[src/rtl/reg_file_mp.sv]
// Multi-ported register file with a per-entry busy scoreboard.
// Two registered read ports, one write port with write-before-read bypass, and an issue port.
module reg_file_mp #(
   parameter int DATA_W   = 64,
   parameter int ADDR_W   = 5,
   parameter int ZERO_REG = 1
) (
   input  logic              clk,
   input  logic              rst_n,
   input  logic              rd_en,
   input  logic [ADDR_W-1:0] rd_addr_a,
   input  logic [ADDR_W-1:0] rd_addr_b,
   output logic [DATA_W-1:0] rd_data_a,
   output logic [DATA_W-1:0] rd_data_b,
   output logic              busy_a,
   output logic              busy_b,
   input  logic              wr_en,
   input  logic [ADDR_W-1:0] wr_addr,
   input  logic [DATA_W-1:0] wr_data,
   input  logic              iss_en,
   input  logic [ADDR_W-1:0] iss_addr
);

   localparam int DEPTH = 2 ** ADDR_W;

   logic [DATA_W-1:0] mem [DEPTH];
   logic [DEPTH-1:0]  busy;
   logic [DEPTH-1:0]  busy_nxt;
   logic              wr_ok;
   logic              iss_ok;
   logic              zero_a;
   logic              zero_b;
   logic [DATA_W-1:0] data_a_nxt;
   logic [DATA_W-1:0] data_b_nxt;

   // Address 0 is inert when hardwired: no writes, no issue, no bypass.
   assign wr_ok  = wr_en  && !((ZERO_REG != 0) && (wr_addr   == '0));
   assign iss_ok = iss_en && !((ZERO_REG != 0) && (iss_addr  == '0));
   assign zero_a = (ZERO_REG != 0) && (rd_addr_a == '0);
   assign zero_b = (ZERO_REG != 0) && (rd_addr_b == '0);

   // Clear from writeback first, then set from issue so issue wins on a collision.
   always_comb begin
      busy_nxt = busy;
      if (wr_ok)
         busy_nxt[wr_addr] = 1'b0;
      if (iss_ok)
         busy_nxt[iss_addr] = 1'b1;
   end

   always_comb begin
      data_a_nxt = mem[rd_addr_a];
      data_b_nxt = mem[rd_addr_b];
      if (wr_ok && (wr_addr == rd_addr_a))
         data_a_nxt = wr_data;
      if (wr_ok && (wr_addr == rd_addr_b))
         data_b_nxt = wr_data;
      if (zero_a)
         data_a_nxt = '0;
      if (zero_b)
         data_b_nxt = '0;
   end

   always_ff @(posedge clk) begin
      if (!rst_n) begin
         for (int i = 0; i < DEPTH; i++)
            mem[i] <= '0;
         busy      <= '0;
         rd_data_a <= '0;
         rd_data_b <= '0;
         busy_a    <= 1'b0;
         busy_b    <= 1'b0;
      end else begin
         if (wr_ok)
            mem[wr_addr] <= wr_data;
         busy <= busy_nxt;
         if (rd_en) begin
            rd_data_a <= data_a_nxt;
            rd_data_b <= data_b_nxt;
            busy_a    <= busy_nxt[rd_addr_a];
            busy_b    <= busy_nxt[rd_addr_b];
         end
      end
   end

endmodule

[config.mk]
export PLATFORM = sky130hd
export DESIGN_NAME = reg_file_mp
export DESIGN_NICKNAME = d
export VERILOG_FILES = /design/src/rtl/reg_file_mp.sv
export SDC_FILE = /design/constraint.sdc
export NUM_CORES = 2
export LEC_CHECK = 0
export ABC_CLOCK_PERIOD_IN_PS = 10200
export CORE_ASPECT_RATIO = 1.25
export CORE_MARGIN = 1
export CORE_UTILIZATION = 38
export CTS_BUF_LIST = sky130_fd_sc_hd__clkbuf_2
export DETAILED_ROUTE_END_ITERATION = 8
export GPL_TIMING_DRIVEN = 0
export PLACE_DENSITY = 0.53
export SLEW_MARGIN = 20
export SYNTH_ARGS = -nofsm -noshare
export SYNTH_HDL_FRONTEND = slang
export SYNTH_SLANG_ARGS = --single-unit
[constraint.sdc]
create_clock -name clk -period 10.2 [get_ports clk]
set_clock_uncertainty 0.1 [all_clocks]
set_input_delay 2.04 -clock clk [delete_from_list [all_inputs] [get_ports clk]]
set_output_delay 2.04 -clock clk [all_outputs]
set_load 0.01 [all_outputs]
==> flow_summary.toml <==
[run_status]
status = "complete, no violations"

[synthesis]
synth-seq-area-share_pct = 55.5
synth_top_cells_by_count = "edfxtp_1, and2_1, mux2i_1"
syn_avg_cell_area_um2 = 13.2
synth_top_cell_area_share_pct = 52.7
async_reset_ff_share_pct = 0
synthCells = 8873
distinct_cell_type_count_after_synthesis = 67
syn_area_um2 = 117000
most_common_cell_in_the_synthesized_netlist = "edfxtp_1"
yosysWarnings = 0
synth_top_area_cell = "edfxtp_1"
synth_enable_flop_cells = 2048
synthTopCellsByArea = "edfxtp_1, and2_1, mux4_2"
dominantRegCellSynth = "edfxtp_1"
synth_seq_cells = 2210

[worst_setup_path]
setup_crit_path_kind = "flip-flop to primary output"
critPathRequiredTime_ns = 8.06
stage_delay_of_the_slowest_cell_on_the_critical_path_ns = 0.63
worstPathBufferInverterCount = 1
cp-end-kind = "primary output"
r2r_setup_slack_ns = 7.40
reg2reg_to = "rd_data_b[60]"
crit_path_start_kind = "flip-flop"
cp_cell_sequence = "clkdlybuf4s50_1"
timing.critical_path.fanout_max = 2
worstPathArrival_ns = 3.29
worst_r2r_path_depth = 6
worst_path_max_delay_cell = "clkdlybuf4s50_1"
rr_startpoint = "mem[2][60]"
cpLargestDelayFamily = "buffers and inverters"

[layout]
layout-drive-gt1-share_pct = 22.5
final_nets = 10044
n_fill_cell = 28444
final_util_pct = 44.3
seqCellArea_um2 = 64700
final-instance-count-excl-fill = 14498
finish.instance_area_um2 = 135000
multiInputGateArea_um2 = 48800
area.growth.synth_to_final_pct = 16.1

[grt]
grt_overflow = 0
grtUsageMet2_pct = 58.5
busiest_layer = "met2"
overall_global_routing_usage_pct = 36.7
grt_pass1_wl_um = 766000
grtUsageMet1_pct = 41.7
grt_antenna_before_repair = 106
pin_count_of_the_biggest_net_entering_global_routing = 34
grtUsageMet3_pct = 9.98
vias_in_the_first_global_route = 89785

[timing]
tightestPinTransition_ns = 1.33
hold_slack_ns = 0.373
timing.max_slew.rel_slack_pct = 11.0
setup_total_negative_slack_ns = 0
timing.final.ws_setup_ns = 4.77
maxSlewViolCount = 0
max_freq_ghz = 0.184
timing.final.crit_share_pct = 53.2
final_period_minus_worst_setup_slack_ns = 5.43
timing.final.setup_violations = 0
timing_hold_violations_final = 0
rsz0062_at_grt = "false"

[clocking]
clk_latency_ns = 2.08
clock_tree.htree_level_count = 6
count_of_buffers_added_by_post_cts_timing_repair_for_setup = 0
postCtsHoldBufs = 0
cts.root.buffer_cell = "clkbuf_2"
cts_max_path_buffers = 4
path_clk_slew_ns = 0.11
cts_tree = "done"
cts_buffers = 597
cts_resized = 0
clock-sinks = 2210

[detailed_routing]
route.vias.total = 92131
postRouteWirelength_um = 584000
final_antenna_net_count = 0
drt_first_pass_iters = 8
drt_drc_violations_left = 0
dr.first_iter.drc_count = 13486
drt-vias-per-instance = 6.35
routedWlPerCell_um = 40.3

[hold_path]
path_class_of_the_lowest_slack_min_delay_path = "flip-flop to flip-flop"
hold_path_depth = 2
hold_path_startpoint = "rd_data_b[55]"
timing.hold.worst_endpoint = "rd_data_b[55]"

[power_and_ir_drop]
pwr-share-seq_pct = 51.4
clock_network_fraction_of_total_power_pct = 32.1
power.share.switching_pct = 32.1
totalPowerFinal_mw = 20.8
power.ir.vdd_worst_mv = 0.0899
power.density_nw_per_um2 = 153
p_int_mw = 14.1
cellLeakagePower_nw = 48.8
power.combinational.fraction_pct = 16.6
total_switching_power_mw = 6.68

[floorplanning]
num_io_pins = 219
fp.dieW_um = 498
placeableCoreArea_um2 = 306000
initial_cell_density_of_the_core_pct = 38.2
placement_rows = 227
die_y_um = 622
floorplan.die_area_um2 = 309000

[job]
max_cap_violations = 0

[placement]
dp_cells = 13361
cell_area_after_placement_um2 = 130000
portbufs = 207
pre_cts_ws_ns = 3.12
hpwl_um = 444000
place_congestion = 0.961
==> power groups by stage <==
stage / clock (mW) / combinational, mW / sequential [mW]
finish: 6.66 / 3.45 / 10.7
global route: 7.06 / 3.47 / 10.7
CTS: 6.65 / 3.34 / 10.7
detailed placement: 0 / 3.33 / 10.9
global placement: 0 / 3.06 / 11.0
floorplan: 0 / 1.60 / 10.9
==> placed cells by master (no fill, tap or decap), drive strengths merged, types with 64 or more instances in the layout <==
cell | netlist | layout
edfxtp | 2048 | 2048
and2 | 1993 | 1993
clkbuf | 656 | 1535
mux2i | 759 | 759
o21ai | 691 | 691
mux4 | 528 | 528
buf | 254 | 467
a22oi | 383 | 383
nor2 | 306 | 306
a21oi | 280 | 280
mux2 | 254 | 254
a221oi | 252 | 252
clkdlybuf4s50 | 0 | 207
dfxtp | 162 | 162
o211ai | 130 | 130
clkinv | 2 | 112
diode | 0 | 110
conb | 1 | 64
==> how the worst max path moves through the flow <==
stage                          to  slack [ns]  cells after the start          start
floorplan               mem[5][0]        2.23                      4     wr_addr[3]
global placement      mem[31][33]       -6.88                      5     wr_addr[1]
detailed placement  rd_data_b[47]        3.12                     10   rd_addr_b[1]
CTS                 rd_data_b[63]        4.81                      1  rd_data_b[63]
global route        rd_data_b[63]        4.75                      1  rd_data_b[63]
finish              rd_data_a[63]        4.77                      1  rd_data_a[63]
==> cells by family (layout without fill, tap and decap cells) <==
kind of cell,count (synthesis),after routing,share of synthesized area (%)
compound gates,1765,1765,9.57
xor+xnor,10,10,0.0751
buf+inv,913,2358,3.34
flops,2210,2210,55.5
mux,1541,1541,19.2
other cells,1,174,0.00321
simple gates,2433,2433,12.4
==> routing by layer <==
layer | wire length (um) | share of wire (%) | vias to the layer above
met2 | 271000 | 46 | 6817
met5 | 368 | 0.063 | -
met4 | 49700 | 8.5 | 31
li1 | - | - | 36323
met3 | 64500 | 11 | 1925
met1 | 198000 | 34 | 47035
==> sequential cells by signal (all words and copies together) (netlist names) <==
signal and count:
busy 32, mem 2048, rd_data_a 64, rd_data_b 64
busy_b 1, busy_a 1
==> area by class of cell <==
class / instances / share of cell area, %
antenna: 110 / 0.203
tap: 4007 / 3.70
inverter: 3 / 0.00831
clock inverter: 146 / 0.621
buffer: 910 / 2.98
sequential: 2210 / 47.8
timing repair buffer: 420 / 5.39
multi-input combinational: 5813 / 36.1
clock buffer: 879 / 3.25
Power figures use the tool's default switching activity.
